### config.mk
export PLATFORM = sky130hd
export DESIGN_NAME = eth_rx_frame_filter
export DESIGN_NICKNAME = d
export VERILOG_FILES = /design/src/rtl/eth_pkg.sv /design/src/rtl/eth_rx_header_match.sv /design/src/rtl/eth_rx_frame_filter.sv
export SDC_FILE = /design/constraint.sdc
export NUM_CORES = 1
export LEC_CHECK = 0
export BUFFER_PORTS_ARGS = -buffer_cell sky130_fd_sc_hd__buf_2
export CAP_MARGIN = 5
export CORE_AREA = 4 4 233 235
export DETAILED_ROUTE_END_ITERATION = 10
export DIE_AREA = 0 0 237 239
export GPL_TIMING_DRIVEN = 1
export PLACE_DENSITY_LB_ADDON = 0.3
export SETUP_SLACK_MARGIN = 0.02
export SKIP_CTS_REPAIR_TIMING = 1
export SYNTH_ARGS = -nofsm -noshare
export SYNTH_HDL_FRONTEND = slang
export SYNTH_SLANG_ARGS = --single-unit
### constraint.sdc
create_clock -name clk -period 3.6 [get_ports clk]
set_clock_uncertainty 0.05 [all_clocks]
set_input_delay 0.72 -clock clk [delete_from_list [all_inputs] [get_ports clk]]
set_output_delay 0.72 -clock clk [all_outputs]
set_load 0.01 [all_outputs]
### src/rtl/eth_pkg.sv
// Shared Ethernet definitions: EtherTypes, broadcast MAC, header bit
// offsets inside the 256-bit beat (byte 0 at [255:248]), RX filter FSM states.
package eth_pkg;

    localparam logic [15:0] ETHERTYPE_IPV4 = 16'h0800;
    localparam logic [15:0] ETHERTYPE_ARP  = 16'h0806;
    localparam logic [47:0] BCAST_MAC      = 48'hFFFF_FFFF_FFFF;

    localparam int BEAT_W     = 256;
    localparam int EMPTY_W    = 5;
    localparam int DMAC_HI    = 255;
    localparam int DMAC_LO    = 208;
    localparam int ETYPE_HI   = 159;
    localparam int ETYPE_LO   = 144;

    // An SOP+EOP beat with more empty bytes than this carries < 14 bytes,
    // i.e. not even a full Ethernet header.
    localparam logic [EMPTY_W-1:0] RUNT_EMPTY_MAX = 5'd18;

    typedef enum logic [1:0] {
        ST_IDLE = 2'd0,
        ST_PASS = 2'd1,
        ST_DROP = 2'd2
    } rx_state_t;

endpackage

### src/rtl/eth_rx_header_match.sv
// Combinational header check on an SOP beat: destination/EtherType match
// and runt detection. The caller only consults it on SOP beats in IDLE.
module eth_rx_header_match
    import eth_pkg::*;
#(
    parameter logic [47:0] MAC_ADDR         = 48'h02AB_CD00_0102,
    parameter bit          ACCEPT_BROADCAST = 1'b1
) (
    input  logic [BEAT_W-1:0]  data_i,
    input  logic               eop_i,
    input  logic [EMPTY_W-1:0] empty_i,
    output logic               match_o,
    output logic               runt_o
);

    logic [47:0] dest;
    logic [15:0] etype;
    logic        dest_ok;
    logic        type_ok;

    assign dest  = data_i[DMAC_HI:DMAC_LO];
    assign etype = data_i[ETYPE_HI:ETYPE_LO];

    // Address and protocol filters; runt overrides both in the top.
    always_comb begin
        dest_ok = (dest == MAC_ADDR) || (ACCEPT_BROADCAST && (dest == BCAST_MAC));
        type_ok = (etype == ETHERTYPE_IPV4) || (etype == ETHERTYPE_ARP);
        match_o = dest_ok && type_ok;
        runt_o  = eop_i && (empty_i > RUNT_EMPTY_MAX);
    end

endmodule

### src/rtl/eth_rx_frame_filter.sv
// RX frame filter: forwards whole frames addressed to this station (unicast
// or broadcast, ARP/IPv4), drops everything else. One registered output
// stage with full backpressure; in_ready is the only combinational path.
// Optional frame counters: define ETH_RX_FRAME_FILTER_STATS_EN.
module eth_rx_frame_filter
    import eth_pkg::*;
#(
    parameter logic [47:0] MAC_ADDR         = 48'h02AB_CD00_0102,
    parameter bit          ACCEPT_BROADCAST = 1'b1
) (
    input  logic               clk,
    input  logic               reset,
    input  logic [BEAT_W-1:0]  in_data,
    input  logic               in_valid,
    input  logic               in_startofpacket,
    input  logic               in_endofpacket,
    input  logic [EMPTY_W-1:0] in_empty,
    output logic               in_ready,
    output logic [BEAT_W-1:0]  out_data,
    output logic               out_valid,
    output logic               out_startofpacket,
    output logic               out_endofpacket,
    output logic [EMPTY_W-1:0] out_empty,
    input  logic               out_ready,
    output logic [31:0]        stat_accepted,
    output logic [31:0]        stat_dropped
);

    rx_state_t          state_q;
    logic [BEAT_W-1:0]  out_data_q;
    logic               out_valid_q;
    logic               out_sop_q;
    logic               out_eop_q;
    logic [EMPTY_W-1:0] out_empty_q;

    logic hdr_match;
    logic hdr_runt;
    logic hdr_accept;
    logic xfer;
    logic fwd;

    eth_rx_header_match #(
        .MAC_ADDR         (MAC_ADDR),
        .ACCEPT_BROADCAST (ACCEPT_BROADCAST)
    ) u_hdr (
        .data_i  (in_data),
        .eop_i   (in_endofpacket),
        .empty_i (in_empty),
        .match_o (hdr_match),
        .runt_o  (hdr_runt)
    );

    assign hdr_accept = hdr_match && !hdr_runt;
    assign in_ready   = !out_valid_q || out_ready;
    assign xfer       = in_valid && in_ready;

    // A beat is forwarded when it opens an accepted frame or belongs to one.
    assign fwd = xfer && (((state_q == ST_IDLE) && in_startofpacket && hdr_accept) ||
                          (state_q == ST_PASS));

    // Frame FSM plus the output register; the register only moves on a
    // forwarded transfer or when its beat is taken, so it holds under stall.
    always_ff @(posedge clk) begin
        if (reset) begin
            state_q     <= ST_IDLE;
            out_valid_q <= 1'b0;
            out_data_q  <= '0;
            out_sop_q   <= 1'b0;
            out_eop_q   <= 1'b0;
            out_empty_q <= '0;
        end else begin
            if (fwd) begin
                out_valid_q <= 1'b1;
                out_data_q  <= in_data;
                out_sop_q   <= in_startofpacket;
                out_eop_q   <= in_endofpacket;
                out_empty_q <= in_endofpacket ? in_empty : '0;
            end else if (out_ready) begin
                out_valid_q <= 1'b0;
            end

            if (xfer) begin
                case (state_q)
                    ST_IDLE: begin
                        // Single-beat frames and stray beats leave us in IDLE.
                        if (in_startofpacket && !in_endofpacket)
                            state_q <= hdr_accept ? ST_PASS : ST_DROP;
                    end
                    ST_PASS, ST_DROP: begin
                        if (in_endofpacket)
                            state_q <= ST_IDLE;
                    end
                    default: state_q <= ST_IDLE;
                endcase
            end
        end
    end

    assign out_data          = out_data_q;
    assign out_valid         = out_valid_q;
    assign out_startofpacket = out_sop_q;
    assign out_endofpacket   = out_eop_q;
    assign out_empty         = out_empty_q;

`ifdef ETH_RX_FRAME_FILTER_STATS_EN
    logic [31:0] acc_q, acc_d;
    logic [31:0] drop_q, drop_d;
    logic        idle_xfer;

    assign idle_xfer = xfer && (state_q == ST_IDLE);

    // Every IDLE transfer is exactly one accept or one drop event.
    always_comb begin
        acc_d  = acc_q;
        drop_d = drop_q;
        if (idle_xfer) begin
            if (in_startofpacket && hdr_accept)
                acc_d = acc_q + 32'd1;
            else
                drop_d = drop_q + 32'd1;
        end
    end

    // Free-running wrapping counters.
    always_ff @(posedge clk) begin
        if (reset) begin
            acc_q  <= '0;
            drop_q <= '0;
        end else begin
            acc_q  <= acc_d;
            drop_q <= drop_d;
        end
    end

    assign stat_accepted = acc_q;
    assign stat_dropped  = drop_q;
`else
    assign stat_accepted = '0;
    assign stat_dropped  = '0;
`endif

endmodule
# Yosys cells after proc, flatten, opt, wreduce, memory -nomap -nowiden
# Cells that the tools add are included.
# totals
in_bits	267
elab_cells	41
regBits	266
rom_bits	0
latch_bits	0
ramBits	0
n_memories	0
output_inout_bits	329
# classes
magnitude_cmp	1
n_shift	0
eq_ne	8
multipliers	0
muxes	7
bitwise	0
div	0
n_addsub	0
reduce_logical	19
# ops
operator	n
$eq A48 B42 Y1 const B	1
$eq A48 B48 Y1 const B	1
$eq A16 B12 Y1 const B	2
$logic_and A1 B1 Y1	8
$mux W2	3
$gt A5 B5 Y1 const B	1
$mux W5	1
$logic_or A1 B1 Y1	4
$pmux W2 S2	1
$logic_not A1 Y1	3
$reduce_and A3 Y1	1
$eq A2 B1 Y1 const B	1
$eq A2 B2 Y1 const B	1
$logic_not A2 Y1	1
$mux W1	2
$ne A2 B1 Y1 const B	1
$ne A2 B2 Y1 const B	1
$reduce_bool A2 Y1	1
$reduce_or A2 Y1	1

# Depth between registers and ports, before layout
# Gate-level depths: netlist of the first run.
# logic_depth
depth_word	8
ltp_mapped	9

# By module
# A second synthesis of the first run with hierarchy kept.
# hier_totals
hier_cells	1270
hier_area_um2	12603.3
# modules_own_cells
mod	instances	cells_each	seq_area_each_um2	area_per_inst_um2
eth_rx_frame_filter	1	1229	5325.1	12323.1
eth_rx_header_match	1	41	0.0	280.3

# Least setup slack after synthesis of the first run
# OpenSTA, ideal clock, no wires.
# synth_path
kind	in2reg
startpoint	input in_data[212]
endpoint	register out_data_q[152], in the netlist out_data[152]
stages	8
n_path_buf	2
setup_slack_ps	945
setup_ps	132
t_arrival_ps	2473
cell_sequence	nor4_1 -> nand4_1 -> or3_4 -> a2111o_1 -> clkbuf_1 -> clkbuf_1 -> nand3_1 -> a21oi_1
# synth_between
elab_chain_len	7
word_cells_on_any_way	8
# synth_lines
element	line_no	text
start: declaration	eth_rx_frame_filter.sv:13	input logic [BEAT_W-1:0] in_data,
$eq A48 B42 Y1 / $eq A48 B48 Y1 (equally long branches)	eth_rx_header_match.sv:26	dest_ok = (dest == MAC_ADDR) || (ACCEPT_BROADCAST && (dest == BCAST_MAC));
$logic_or A1 B1 Y1 *	eth_rx_header_match.sv:26	
$logic_and A1 B1 Y1 *	eth_rx_header_match.sv:28	match_o = dest_ok && type_ok;
$logic_and A1 B1 Y1 *	eth_rx_frame_filter.sv:53	assign hdr_accept = hdr_match && !hdr_runt;
$logic_and A1 B1 Y1 *	eth_rx_frame_filter.sv:58	assign fwd = xfer && (((state_q == ST_IDLE) && in_startofpacket && hdr_accept) ||
$logic_or A1 B1 Y1 *	eth_rx_frame_filter.sv:58	
$logic_and A1 B1 Y1 *	eth_rx_frame_filter.sv:58	
end signal: assignment	eth_rx_frame_filter.sv:74	out_data_q <= in_data;
end: declaration	eth_rx_frame_filter.sv:30	logic [BEAT_W-1:0] out_data_q;
# Every way passes the cells marked *; elsewhere a longest branch is shown, timed or not.
# A chain may end at the register's enable or synchronous reset.

# Worst setup path in the final report of the first run
# layout_path
startpoint	input in_data[149]
endpoint	register out_data_q[158], in the netlist out_data[158]
# layout_between
elab_chain_len	7
word_cells_on_any_way	8
# layout_lines
element	line_no	text
$eq A16 B12 Y1	eth_rx_header_match.sv:27	type_ok = (etype == ETHERTYPE_IPV4) || (etype == ETHERTYPE_ARP);
$logic_or A1 B1 Y1 *	eth_rx_header_match.sv:27	
$logic_and A1 B1 Y1 *	eth_rx_header_match.sv:28	
$logic_and A1 B1 Y1 *	eth_rx_frame_filter.sv:53	
$logic_and A1 B1 Y1 *	eth_rx_frame_filter.sv:58	
$logic_or A1 B1 Y1 *	eth_rx_frame_filter.sv:58	
$logic_and A1 B1 Y1 *	eth_rx_frame_filter.sv:58	
# Marked as above.

==> results.cfg, run 1 <==
[routing]
drt_iter0_drc = 658
vias = 11600
firstDrtPassIters = 5
ant_nets = 0
vias_per_cell = 4.63
post-route-drc-count = 0
wire_per_inst_um = 18.1
drt-total-wl_mm = 45.5

[synth]
synth_cell_types = 34
synth_xor_area_frac = 0.000807
yosysSeqAreaShare = 0.490
syn_avg_cell_area_um2 = 8.15
ys.flop_type = dfxtp_1
muxShareOfSynthArea = 0
synth_top_area_frac = 0.490
async_flop_share = 0
yosysTopAreaCell = dfxtp_1
syn_area_mm2 = 0.0109
yosys_warnings = 0
synth_top_cells_by_area = dfxtp_1, nand3_1, a21oi_1
synth-edff-count = 0
synth_cells = 1332
synth_compound_area_frac = 0.251
synth-simple-area-share = 0.149
synth_top_family_by_area = compound AO/OA/AOI/OAI gates
yosys.area_share.adder = 0.00230
synth_seq_cells = 266

[pwr]
power_density_mw_per_mm2 = 419
p_switching_mw = 1.40
p_leak_nw = 6.42
comb_power_share = 0.045
power.share.clock = 0.493
seqPwrFrac = 0.462
sw_frac_of_total = 0.220
internal-power_mw = 4.98
ir_worst_vdd_uv = 339

[cts]
clk_latency_ns = 0.56
cts_root_buffer = clkbuf_16
cts_buffers = 31
clk_pin_slew_ns = 0.06
htreeDepth = 1
clockBufferDepth = 3
clkSinkCount = 266
cts_tree = done

[timing]
setup_viol = 0
holdWs_ns = 0.369
rsz0062_at_grt = no
worst_slew_pin_slew_ns = 0.913
final.period_utilization = 0.862
final_hold_viol_count = 0
fin_setup_tns_ns = 0
min_period_ns = 3.10
slew_violations = 0
max-slew-margin-rel = 0.386
max_freq_mhz = 322

[worst_hold_path]
min_path_type = input pin to register
whs_endpoint = out_data[3]$_SDFFE_PP0P_
whs_path_depth = 3
hold_start = in_data[3]

[global_routing]
grt_usage = 0.146
grt_overflow = 0
grt_use_met2 = 0.247
grt.met1_usage = 0.182
grt_pass1_wl_mm = 66.5
grt_max_degree = 92
grt_use_met3 = 0.0407
grt_busiest_layer = met2
grt_pass1_vias = 11100
antenna_found_initial = 4

[worst_setup_path]
cp-start-kind = input pin
cp-end-kind = register
crit_type = input pin to register
rr_worst_depth = 8
required_ns = 4.03
r2r_start = out_valid$_SDFFE_PP0P_
crit_arrival_ns = 3.53
reg2reg_to = out_data[158]$_SDFFE_PP0P_
worstPathMaxFanout = 55
rrSetupSlack_ns = 1.24

[floorplan]
placementRows = 84
io_pins = 596
die_w_um = 237
die_y_um = 239
dieArea_mm2 = 0.0566
start_util = 0.208
coreArea_mm2 = 0.0522

[cells_and_area]
layout.nets = 2073
fillerInstances = 5636
utilization = 0.292
syn_to_final_growth_pct = 40.3
drive_above_1_share = 0.353
final_cell_mix = buf_2, nand3_1, dfxtp_1, a21oi_1, o21ai_0
layout_commonest_cell = buf_2

[placement]
port_buffers = 531
hpwl_mm = 33.4
gp_congestion = 0.809

[run]
maxCapViolCount = 0

[status]
outcome = finished, final reports clean
[worst max-delay path by stage]
stage	start	cells past startpoint	end	slack, ns
global placement	in_data[154]	9	out_data[158]$_SDFFE_PP0P_	-0.30
global route	in_data[149]	9	out_data[158]$_SDFFE_PP0P_	0.23
detailed placement	in_data[149]	9	out_data[158]$_SDFFE_PP0P_	-0.25
floorplan	in_data[212]	8	out_data[152]$_SDFFE_PP0P_	0.94
finish	in_data[149]	9	out_data[158]$_SDFFE_PP0P_	0.50
CTS	in_data[149]	9	out_data[158]$_SDFFE_PP0P_	0.35
[through the flow]
step           cells  instance area [um^2]  setup slack [ns]  power (mW)
4_1_cts         2512                 15200             0.352        6.49
5_1_grt         2514                 15200             0.235        6.62
2_1_floorplan   1395                 11100             0.945        3.15
3_5_place_dp    2459                 14200            -0.253        3.30
3_3_place_gp    2459                 14200            -0.304        3.30
6_report        2516                 15200             0.497        6.38
[power by group through the flow]
stage,clock network [mW],registers [mW],logic (mW)
final,3.14,2.95,0.289
after floorplan,0,3.01,0.143
after detailed placement,0,3.01,0.289
after CTS,3.26,2.94,0.291
after global placement,0,3.01,0.287
after global routing,3.36,2.94,0.320
[registers in the layout, summed over array words and instances (netlist names)]
| signal | count |
|---|---|
| out_data | 256 |
| out_endofpacket | 1 |
| out_valid | 1 |
| out_empty | 5 |
| state_q | 2 |
| out_startofpacket | 1 |
[cell families (layout without fill, tap and decap cells)]
family,Yosys count,in the layout
buf+inv,215,644
compound gates,534,534
xor+xnor,1,1
other cells,1,68
fa+ha+maj,2,2
simple gates,313,313
flops,266,266
[layout make-up]
class,instances,area [um^2],area share
Sequential cell,266,5330,0.350
Tap cell,688,861,0.0565
Inverter,4,15.0,0.000986
Antenna cell,4,10.0,0.000657
Clock inverter,9,100,0.00657
Clock buffer,44,925,0.0607
Timing Repair Buffer,587,3360,0.221
Multi-Input combinational cell,914,4630,0.304
[critical path, stage by stage]
cell       delay (ns)
buf_2            0.11
nor4_1           0.79
and4_1           0.36
nand3_1          0.15
a2111oi_4        0.42
buf_4            0.22
buf_12           0.22
o21ai_0          0.26
a21oi_1          0.22
[synthesized netlist by cell type (3+ instances only)]
cell type    n
nand3_1    270
o211ai_1     5
buf_6       11
dfxtp_1    266
buf_1       18
o21ai_0    159
buf_4       65
nand2_1      5
clkbuf_1    99
nor3_1       3
a21oi_1    265
nor4_1      11
o21ai_1    100
inv_1        4
buf_2       18
nand4_1     12
[metal layers]
layer | vias to the layer above | wire length (um)
met4 | 0 | 975
met5 | - | 0
met2 | 522 | 21700
met3 | 53 | 4060
li1 | 5602 | -
met1 | 5472 | 18700
Power figures use the tool's default switching activity.
==> inputs of run 2 (changes only) <==
Settings changed: ABC_AREA from default to 1, CORE_AREA 4 4 233 235 to 4 4 231 233, DIE_AREA 0 0 237 239 to 0 0 235 237.
==> results.cfg, run 2 <==
[synth]
synth_top_area_frac = 0.497
synthTopCellsByCount = nand2_1, a21oi_1, nand3_1, dfxtp_1, buf_4
ys.flop_type = dfxtp_1
syn_avg_cell_area_um2 = 7.64
yosysMostFrequentCell = nand2_1
yosys_warnings = 0
syn_area_mm2 = 0.0107
async_flop_share = 0
yosysTopAreaCell = dfxtp_1
synth_top_cells_by_area = dfxtp_1, a21oi_1, nand3_1
synth_cell_types = 18
synth-edff-count = 0
synth_seq_cells = 266
synth_cells = 1402
yosysSeqAreaShare = 0.497

[worst_setup_path]
critPathTopFamily = simple AND/OR/NAND/NOR gates
crit_arrival_ns = 3.00
crit_type = input pin to register
cp-end-kind = register
cp.buffers_inverters = 3
slowest_stage = buf_12
cp-start-kind = input pin
required_ns = 4.00
cpPeakStageDelay_ns = 0.61
reg2reg_to = out_data[97]$_SDFFE_PP0P_
r2r_start = state_q[0]$_SDFFE_PP0P_
rr_worst_depth = 10
worstPathCellList = buf_2 -> inv_1 -> nor2_1 -> nor2_1 -> and2_1 -> nand3_1 -> nor2_1 -> nand3_1 -> nand2_8 -> nand2_4 -> buf_12 -> nand2_1 -> a21oi_1
path_common_cell = nor2_1
rrSetupSlack_ns = 1.18
worstPathMaxFanout = 236

[floorplan]
die_y_um = 237
dieArea_mm2 = 0.0557
die_w_um = 235
placementRows = 83
start_util = 0.209
io_pins = 596
coreArea_mm2 = 0.0512

[routing]
drt_iter0_drc = 496
ant_nets = 0
vias = 11000
wire_per_inst_um = 15.4
post-route-drc-count = 0
drt-total-wl_mm = 39.7
vias_per_cell = 4.28
firstDrtPassIters = 5

[cells_and_area]
syn_to_final_growth_pct = 38.6
layout_commonest_cell = buf_2
final_cells = 2574
drive_above_1_share = 0.319
final_cell_mix = buf_2, nand2_1, nand3_1, a21oi_1, dfxtp_1
fillerInstances = 5603
largest_register_ffs = 256
layout.nets = 2136

[timing]
setup_viol = 0
rsz0062_at_grt = no
fin_setup_tns_ns = 0
min_period_ns = 2.61
worst_slew_pin_slew_ns = 1.17
max_freq_mhz = 384
final_hold_viol_count = 0
max-slew-margin-rel = 0.218
final.period_utilization = 0.724
slew_violations = 0

[worst_hold_path]
whs_path_depth = 2
whs_endpoint = out_data[4]$_SDFFE_PP0P_
min_path_type = register to register
hold_start = out_data[4]$_SDFFE_PP0P_

[pwr]
power_density_mw_per_mm2 = 468
p_leak_nw = 6.50
ir_worst_vdd_uv = 293

[global_routing]
grt_pass1_wl_mm = 60.0
grt_overflow = 0
grt_usage = 0.132
antenna_found_initial = 6
grt_max_degree = 237
grt_pass1_vias = 10600

[placement]
port_buffers = 531
dp_cells = 2511
gp_congestion = 0.835
hpwl_mm = 27.8

[cts]
clk_latency_ns = 0.52
cts_root_buffer = clkbuf_16
cts_tree = done
clkSinkCount = 266
clockBufferDepth = 3
cts_buffers = 34
clk_pin_slew_ns = 0.06
htreeDepth = 2

[run]
maxCapViolCount = 0

[status]
outcome = finished, final reports clean
run 2: changes by cell type after synthesis, sizes merged, moves of 2 or more:
cell	delta
nand2	+321
o21ai	-258
nor2	+41
clkbuf	-40
inv	+36
nand4	-11
nor4	-11
buf	+10
o211ai	-5
a21oi	+4
nor3	-3
nand2b	-2
or3	-2
run 2: per-stage QoR:
stage | cell area, um^2 | worst slack (ns) | util | power, mW | hold WS (ns)
after global placement | 13600 | 0.544 | 0.266 | 3.36 | 0.395
after global routing | 14800 | 0.756 | 0.290 | 7.25 | 0.384
after detailed placement | 13600 | 0.514 | 0.266 | 3.37 | 0.399
after floorplan | 10900 | 1.48 | - | 3.20 | 0.394
final | 14800 | 0.995 | 0.290 | 6.94 | 0.406
after CTS | 14800 | 1.08 | 0.290 | 7.10 | 0.369
run 2: cells by family after synthesis:
logic type               count (synthesis)  synth area share
AND/OR/NAND/NOR                        641             0.257
AO/OA/AOI/OAI                          271             0.127
flip-flops                             266             0.497
buffers and inverters                  221             0.116
adder cells (fa/ha/maj)                  2           0.00234
other                                    1          0.000350
run 2: power breakdown:
group | internal, mW | switching [mW] | leakage, nW
sequential | 2.95 | 0.000406 | 2.14
clock | 2.34 | 1.30 | 0.586
combinational | 0.132 | 0.222 | 3.77
total | 5.42 | 1.52 | 6.50
run 2: layout make-up:
cell class                      instances  area, um^2  area share
Sequential cell                       266        5330       0.359
Antenna cell                            4        10.0    0.000674
Timing Repair Buffer                  547        2890       0.194
Tap cell                              680         851      0.0573
Clock buffer                           50        1030      0.0697
Multi-Input combinational cell        978        4400       0.297
Inverter                               40         158      0.0106
Clock inverter                          9         175      0.0118
run 2: worst min-delay path, stage by stage (launching register included):
cell     delay, ns
dfxtp_1       0.30
nand2_1       0.06
a21oi_1       0.05
run 2: worst max path at each step:
stage / depth (start not counted) / slack [ns] / from / end
finish: 13 / 0.99 / in_data[145] / out_data[97]$_SDFFE_PP0P_
global route: 13 / 0.76 / in_data[145] / out_data[122]$_SDFFE_PP0P_
CTS: 13 / 1.08 / in_data[145] / out_data[96]$_SDFFE_PP0P_
detailed placement: 13 / 0.51 / in_data[145] / out_data[84]$_SDFFE_PP0P_
global placement: 13 / 0.54 / in_data[145] / out_data[168]$_SDFFE_PP0P_
floorplan: 12 / 1.48 / in_data[156] / out_data[132]$_SDFFE_PP0P_
run 2: routing by layer:
metal / global-route usage / wire [um] / vias to the layer above
met2: 0.231 / 19900 / 390
met3: 0.0431 / 3240 / 63
met5: 0 / 0 / -
met4: 0.0469 / 1050 / 0
met1: 0.151 / 15500 / 5111
li1: - / - / 5451
==> inputs of run 3 (changes only) <==
Settings changed: CORE_AREA 4 4 231 233 to 4 4 232 234, DIE_AREA 0 0 235 237 to 0 0 236 238.
Clock period 3.6 ns to 2.28 ns, I/O delays scaled along.
==> results.cfg, run 3 (synthesized netlist as in run 2, its figures left out) <==
[status]
outcome = finished, final reports clean

[cts]
cts_root_buffer = clkbuf_16
clockBufferDepth = 3
cts_tree = done
cts_buffers = 30
htreeDepth = 1
clk_latency_ns = 0.57
clkSinkCount = 266
clk_pin_slew_ns = 0.07

[placement]
port_buffers = 531
gp_congestion = 0.837
dp_cells = 2557
hpwl_mm = 29.3

[floorplan]
placementRows = 84
die_y_um = 238
coreArea_mm2 = 0.0520
io_pins = 596
dieArea_mm2 = 0.0562
die_w_um = 236
start_util = 0.206

[worst_hold_path]
whs_path_depth = 3
min_path_type = input pin to register
whs_endpoint = out_data[165]$_SDFFE_PP0P_
hold_start = in_data[165]

[timing]
fin_setup_tns_ns = 0
holdWs_ns = 0.0964
min_period_ns = 1.99
final_hold_viol_count = 0
max_freq_mhz = 502
rsz0062_at_grt = no
setup_viol = 0
max-slew-margin-rel = 0.646
worst_slew_pin_slew_ns = 0.530
slew_violations = 0
final.period_utilization = 0.874

[routing]
wire_per_inst_um = 15.4
drt_iter0_drc = 444
vias = 11100
vias_per_cell = 4.27
firstDrtPassIters = 5
ant_nets = 0
drt-total-wl_mm = 40.1
post-route-drc-count = 0

[pwr]
p_leak_nw = 6.60
ir_worst_vdd_uv = 526
finalPower_mw = 9.99
power_density_mw_per_mm2 = 667

[worst_setup_path]
cp-start-kind = register
rrSetupSlack_ns = 0.29
slowest_stage = dfxtp_1
required_ns = 2.72
r2r_start = state_q[0]$_SDFFE_PP0P_
reg2reg_to = out_data[58]$_SDFFE_PP0P_
cpPeakStageDelay_ns = 0.35
cp-end-kind = register
rr_worst_depth = 10
crit_type = register to register
worstPathMaxFanout = 98
crit_arrival_ns = 2.43
worstPathCellList = inv_1 -> ha_1 -> nand2_1 -> inv_1 -> nand3_1 -> nand2_8 -> nand2_4 -> buf_12 -> nand2_1 -> a21oi_1

[cells_and_area]
utilization = 0.288
fillerInstances = 5712
final_cell_mix = buf_2, nand2_1, nand3_1, a21oi_1, dfxtp_1
largest_register_ffs = 256
layout_commonest_cell = buf_2
syn_to_final_growth_pct = 39.8
final_cells = 2610
drive_above_1_share = 0.330
layout.nets = 2170

[global_routing]
grt_pass1_vias = 10700
grt_overflow = 0
grt_max_degree = 99
grt_usage = 0.130
grt_pass1_wl_mm = 60.4
antenna_found_initial = 3

[run]
maxCapViolCount = 0
## run 3: cell types whose count changed in the layout (fill, tap and decap cells not counted), sizes merged
cell,change
clkinvlp,-1
clkbuf,-6
bufinv,-4
clkinv,+4
diode,-3
buf,+38
## run 3: how the worst max path moves through the flow
stage | start | to | slack [ns] | cells past startpoint
global route | state_q[0]$_SDFFE_PP0P_ | out_data[62]$_SDFFE_PP0P_ | 0.14 | 10
floorplan | in_data[156] | out_data[132]$_SDFFE_PP0P_ | 0.42 | 12
detailed placement | in_data[157] | out_data[153]$_SDFFE_PP0P_ | -0.16 | 10
finish | state_q[0]$_SDFFE_PP0P_ | out_data[58]$_SDFFE_PP0P_ | 0.29 | 10
CTS | state_q[0]$_SDFFE_PP0P_ | out_data[235]$_SDFFE_PP0P_ | 0.32 | 10
global placement | in_data[157] | out_data[153]$_SDFFE_PP0P_ | -0.13 | 10
## run 3: layer usage
layer | up-vias | global-route usage | wire [um]
li1 | 5506 | - | -
met1 | 5166 | 0.151 | 15600
met2 | 408 | 0.233 | 20200
met3 | 65 | 0.0384 | 3130
met4 | 4 | 0.0377 | 1180
met5 | - | 0 | 27
## run 3: critical path, delay by kind of cell, from the launching register on
family / cells / cell delay, ns
AND/OR/NAND/NOR: 5 / 0.59
buffers and inverters: 3 / 0.39
flip-flops: 1 / 0.35
adder cells (fa/ha/maj): 1 / 0.20
AO/OA/AOI/OAI: 1 / 0.15
## run 3: layout make-up
cell class / instances / area, um^2 / share of cell area
inverter: 40 / 158 / 0.0105
sequential: 266 / 5330 / 0.356
clock buffer: 44 / 883 / 0.0590
antenna: 1 / 2.50 / 0.000167
clock inverter: 8 / 78.8 / 0.00527
multi-input combinational: 978 / 4400 / 0.294
tap: 688 / 861 / 0.0575
timing repair buffer: 585 / 3260 / 0.218
## run 3: power by group
part	switching [mW]	total, mW	internal (mW)	leakage [nW]
combinational	0.367	0.612	0.245	3.98
clock	1.95	4.72	2.77	0.475
sequential	0.000625	4.65	4.65	2.14
total	2.32	9.99	7.66	6.60
## run 3: stage by stage
step	setup WS, ns	area (um^2)
finish	0.287	15000
global route	0.139	15000
CTS	0.324	15000
detailed placement	-0.158	14000
global placement	-0.132	14000
floorplan	0.422	10900
